==> config.mk <==
export PLATFORM = sky130hd
export DESIGN_NAME = dispense_controller
export DESIGN_NICKNAME = d
export VERILOG_FILES = /design/src/rtl/dispense_controller.sv
export SDC_FILE = /design/constraint.sdc
export NUM_CORES = 1
export LEC_CHECK = 0
export BUFFER_PORTS_ARGS = -buffer_cell sky130_fd_sc_hd__buf_2
export CORE_UTILIZATION = 59
export CTS_BUF_LIST = sky130_fd_sc_hd__clkbuf_4 sky130_fd_sc_hd__clkbuf_8 sky130_fd_sc_hd__clkbuf_16
export DETAILED_ROUTE_END_ITERATION = 7
export HOLD_SLACK_MARGIN = 0.02
export PLACE_DENSITY = 0.85
export SYNTH_ARGS = -nofsm -noshare
export SYNTH_HDL_FRONTEND = slang
export SYNTH_SLANG_ARGS = --single-unit
export TNS_END_PERCENT = 1
==> constraint.sdc <==
create_clock -name clock -period 5.5 [get_ports clock]
set_input_delay 0.55 -clock clock [delete_from_list [all_inputs] [get_ports clock]]
set_output_delay 0.55 -clock clock [all_outputs]
set_load 0.03 [all_outputs]
==> src/rtl/dispense_controller.sv <==
// Dispense controller: opens the valve on OK and counts flow-meter pulses (1 pulse = 1 mL) up to the latched target.
// Optional flow watchdog with a sticky fault state is enabled by defining DISPENSER_TIMEOUT_EN.
module dispense_controller #(
  parameter int AMOUNT_WIDTH   = 14,
  parameter int TIMEOUT_CYCLES = 50000000
) (
  input  logic                    clock,
  input  logic                    reset,
  input  logic [AMOUNT_WIDTH-1:0] requested_amount,
  input  logic                    ok_pressed,
  input  logic                    cancel_pressed,
  input  logic                    flow_pulse,
  output logic                    valve_open,
  output logic                    busy,
  output logic [AMOUNT_WIDTH-1:0] dispensed_amount,
  output logic                    done,
  output logic                    aborted,
  output logic                    fault
);

  localparam logic [1:0] IDLE       = 2'd0;
  localparam logic [1:0] DISPENSING = 2'd1;
`ifdef DISPENSER_TIMEOUT_EN
  localparam logic [1:0] FAULT      = 2'd2;
  localparam int         WDOG_W     = $clog2(TIMEOUT_CYCLES + 1);
`endif

  logic [1:0]              state_q, state_d;
  logic [AMOUNT_WIDTH-1:0] target_q, target_d;
  logic [AMOUNT_WIDTH-1:0] count_q, count_d;
  logic                    valve_q, valve_d;
  logic                    busy_q, busy_d;
  logic                    done_q, done_d;
  logic                    aborted_q, aborted_d;
  logic                    fault_q, fault_d;
  logic                    flowS0_q, flowS1_q, flowPrev_q;
  logic                    flowEdge;
  logic [AMOUNT_WIDTH-1:0] countInc;

  // Flow meter is asynchronous: two-flop synchronizer, then rising-edge detect.
  assign flowEdge = flowS1_q & ~flowPrev_q;
  assign countInc = count_q + AMOUNT_WIDTH'(1);

`ifdef DISPENSER_TIMEOUT_EN
  logic [WDOG_W-1:0] wdog_q, wdog_d;
  logic              timeoutHit;
  assign timeoutHit = (wdog_q + WDOG_W'(1)) == WDOG_W'(TIMEOUT_CYCLES);
`endif

  always_comb begin
    state_d   = state_q;
    target_d  = target_q;
    count_d   = count_q;
    valve_d   = valve_q;
    busy_d    = busy_q;
    fault_d   = fault_q;
    done_d    = 1'b0;
    aborted_d = 1'b0;
`ifdef DISPENSER_TIMEOUT_EN
    wdog_d    = wdog_q;
`endif
    case (state_q)
      IDLE: begin
        if (ok_pressed && (requested_amount != '0)) begin
          state_d  = DISPENSING;
          target_d = requested_amount;
          count_d  = '0;
          valve_d  = 1'b1;
          busy_d   = 1'b1;
`ifdef DISPENSER_TIMEOUT_EN
          wdog_d   = '0;
`endif
        end
      end
      DISPENSING: begin
`ifdef DISPENSER_TIMEOUT_EN
        wdog_d = flowEdge ? '0 : wdog_q + WDOG_W'(1);
`endif
        if (flowEdge) begin
          count_d = countInc;
        end
        // Cancel has priority over reaching the target in the same cycle.
        if (cancel_pressed) begin
          state_d   = IDLE;
          valve_d   = 1'b0;
          busy_d    = 1'b0;
          aborted_d = 1'b1;
        end else if (flowEdge && (countInc == target_q)) begin
          state_d = IDLE;
          valve_d = 1'b0;
          busy_d  = 1'b0;
          done_d  = 1'b1;
        end
`ifdef DISPENSER_TIMEOUT_EN
        else if (!flowEdge && timeoutHit) begin
          state_d = FAULT;
          valve_d = 1'b0;
          busy_d  = 1'b0;
          fault_d = 1'b1;
        end
`endif
      end
`ifdef DISPENSER_TIMEOUT_EN
      FAULT: begin
        if (cancel_pressed) begin
          state_d   = IDLE;
          fault_d   = 1'b0;
          aborted_d = 1'b1;
        end
      end
`endif
      default: begin
        state_d = IDLE;
        valve_d = 1'b0;
        busy_d  = 1'b0;
      end
    endcase
  end

  always_ff @(posedge clock) begin
    if (reset) begin
      state_q    <= IDLE;
      target_q   <= '0;
      count_q    <= '0;
      valve_q    <= 1'b0;
      busy_q     <= 1'b0;
      done_q     <= 1'b0;
      aborted_q  <= 1'b0;
      fault_q    <= 1'b0;
      flowS0_q   <= 1'b0;
      flowS1_q   <= 1'b0;
      flowPrev_q <= 1'b0;
`ifdef DISPENSER_TIMEOUT_EN
      wdog_q     <= '0;
`endif
    end else begin
      state_q    <= state_d;
      target_q   <= target_d;
      count_q    <= count_d;
      valve_q    <= valve_d;
      busy_q     <= busy_d;
      done_q     <= done_d;
      aborted_q  <= aborted_d;
      fault_q    <= fault_d;
      flowS0_q   <= flow_pulse;
      flowS1_q   <= flowS0_q;
      flowPrev_q <= flowS1_q;
`ifdef DISPENSER_TIMEOUT_EN
      wdog_q     <= wdog_d;
`endif
    end
  end

  assign valve_open       = valve_q;
  assign busy             = busy_q;
  assign dispensed_amount = count_q;
  assign done             = done_q;
  assign aborted          = aborted_q;
`ifdef DISPENSER_TIMEOUT_EN
  assign fault            = fault_q;
`else
  assign fault            = 1'b0;
`endif

endmodule

==> flow_summary_export.csv <==
group,metric,value,unit
setup_path,rr_endpoint,"done",
yosys,synth.distinct_cells,46,
yosys,netlist_instances,221,
detailed_routing,detail_route.wl_per_cell,14.16,um
yosys,syn_area_per_cell,8.679,um2
yosys,synth_area,1918,um2
detailed_routing,dr.pass1.iters,4,
power,power_density,225.0,nW/um2
cells_and_area,stdcell_count,293,
timing,slew_headroom,31.07,%
setup_path,cp.required,5.78,ns
timing,finalCriticalPeriod,2.519,ns
cells_and_area,layout_common_cells,"buf_2 (36), dfxtp_1 (34), nor2_1 (27)",
setup_path,r2r_slack,2.98,ns
setup_path,worstPathMaxFanout,10,
die,die_w,59.02,um
cts,cts_made_buffers,5,
die,die-area,3483,um2
yosys,async_flop_share,0,%
die,chipHeight,59.02,um
timing,setup_slack,2.981,ns
detailed_routing,drc,0,
cts,clkTransAtPathRegs,0.11,ns
yosys,synth_seq_cells,34,
detailed_routing,drtIter0Drc,93,
place,numPortBuffers,36,
yosys,yosys_warnings,0,
global_route,track_usage,26.65,%
place,dpl.hpwl,2997,um
die,num_rows,20,
cts,cts.sinks,34,
yosys,synth_ff_type,"dfxtp_1",
setup_path,crit_end,"done",
global_route,grt_pass1_wl,6913,um
timing,fmax,397.1,MHz
cts,cts_tree,"yes",
global_route,antenna_found_initial,0,
timing,rsz0062_at_grt,"no",
setup_path,end_kind,"flip-flop",
setup_path,path_class,"reg2reg",
cts,post_cts_buffers,0,
global_route,grt_pass1_vias,1534,
status,status,"completed",
yosys,seq_area_frac_synth,35.49,%
timing,finalCritPeriodShare,45.79,%
power,power,0.4737,mW
cells_and_area,area_delta_synth_final,9.785,%
detailed_routing,vias,1738,
cells_and_area,nNetsFinal,268,
cells_and_area,layout_commonest_cell,"buf_2",
cts,clock_path_buffers,2,
power,vdd_ir_drop_max,0.1271,mV
die,initial_core_util,62.32,%
timing,hold_viol,0,
timing,tns,0,ns
detailed_routing,drt_wl_total,4149,um
timing,slew_viol_final,0,
cts,htreeDepth,2,
cts,cts_hold_buf,0,
cts,cts-root-buf,"clkbuf_4",
cts,ctsResizeCount,0,
place,pre_cts_ws,2.821,ns
place,dpl.cell_count,285,
global_route,grt_max_degree,35,
timing,finalClockSkew,0.01280,ns
die,ios,38,
power,leakagePower,0.8966,nW
cells_and_area,n_antenna_cell,0,
detailed_routing,ant_nets,0,
setup_path,rr_worst_depth,6,
setup_path,critical_path_arrival,2.80,ns
cts,clock_latency,0.35,ns
job,max_cap_viol_count,0,
detailed_routing,vias_per_cell,5.932,
place,gp_congestion,0.9396,
global_route,grt_overflow_total,0,
yosys,synth_edf_count,0,
setup_path,critPathLaunchType,"flip-flop",
timing,setup_viol,0,
die,core,3078,um2
setup_path,r2r-start,"dispensed_amount[7]",
yosys,synthesis.nets,241,
worst_hold_path,holdCritPathClass,"in2reg",
setup_path,setup.worst_path.start,"dispensed_amount[7]",
timing,tightest_slew,1.031,ns
cells_and_area,layout-drive-gt1-share,22.09,%
worst_hold_path,worstHoldStart,"cancel_pressed",
==> critical path, cell delays in order, from the launching register on <==
cell	delay [ns]
dfxtp_1	0.64
nand4_1	0.27
nor4_2	0.50
xnor2_1	0.20
nand3b_1	0.09
or4_1	0.54
nor4b_2	0.21
==> kinds of logic (layout without fill, tap and decap cells) <==
family,count (synthesis),after routing,share of synthesized area [%]
buffers and inverters,18,46,6.197
multiplexers,14,14,7.306
XOR/XNOR,21,21,10.57
AND/OR/NAND/NOR,93,93,27.27
flip-flops,34,34,35.49
AO/OA/AOI/OAI,39,39,12.33
other,1,1,0.1955
adder cells (fa/ha/maj),1,1,0.6522
==> per-stage QoR <==
step,utilization (%),hold slack [ns],area (um2)
finish,68.41,0.3928,2106
global placement,66.34,0.4153,2042
global route,68.41,0.4020,2106
CTS,68.41,0.3937,2106
detailed placement,66.34,0.4294,2042
floorplan,-,0.4138,1918
==> worst min-delay path by stage <==
| stage | endpoint | slack [ns] | cells after the start |
|---|---|---|---|
| 2_1_floorplan | flowS1_q | 0.41 | 1 |
| 3_3_place_gp | flowS1_q | 0.42 | 1 |
| 3_5_place_dp | flowS1_q | 0.43 | 1 |
| 4_1_cts | done | 0.39 | 2 |
| 5_1_grt | done | 0.40 | 2 |
| 6_report | done | 0.39 | 2 |
==> state kept, by name, indices dropped and copies added, names as in the netlist <==
signal            cells
target_q             14
aborted               1
flowPrev_q            1
dispensed_amount     14
flowS0_q              1
flowS1_q              1
busy                  1
done                  1
==> routing by layer <==
metal,vias to the layer above,track usage (%),part of all wire [%]
met5,-,0,0
met1,796,34.93,44
met3,11,5.240,7.8
met2,90,41.72,46
li1,841,-,-
met4,0,13.61,2.4
==> cell type report <==
class / count / area (um2)
Multi-Input combinational cell: 169 / 1119
Fill cell: 259 / 972.2
Sequential cell: 34 / 680.7
Timing Repair Buffer: 36 / 180.2
Clock buffer: 7 / 58.81
Tap cell: 44 / 55.05
Inverter: 2 / 7.507
Clock inverter: 1 / 5.005
==> power breakdown <==
part | total [mW] | internal, mW | switching (mW)
logic | 0.0606 | 0.0270 | 0.0336
clock network | 0.151 | 0.0668 | 0.0842
registers | 0.262 | 0.254 | 0.00755
==> Yosys cell counts, drive strengths merged, types with 2 or more instances <==
library cell	number	area share, %
mux2i	14	7.3
xnor2	14	7.4
a311oi	4	1.8
and2	2	0.65
nand4	3	0.98
nor3	4	1.0
and3	5	2.2
nor2b	4	1.3
dfxtp	34	35
nand3	9	2.6
nor4b	2	1.2
or3	3	0.98
a31oi	3	0.98
nand2	16	3.3
nor2	27	5.3
and3b	2	0.91
o21ai	10	2.6
xor2	7	3.2
nor4	6	2.3
a21oi	17	4.4
clkbuf	5	0.98
nand3b	5	2.0
buf	10	4.2
inv	2	0.39
No activity file was read; power rests on OpenSTA's default activity.
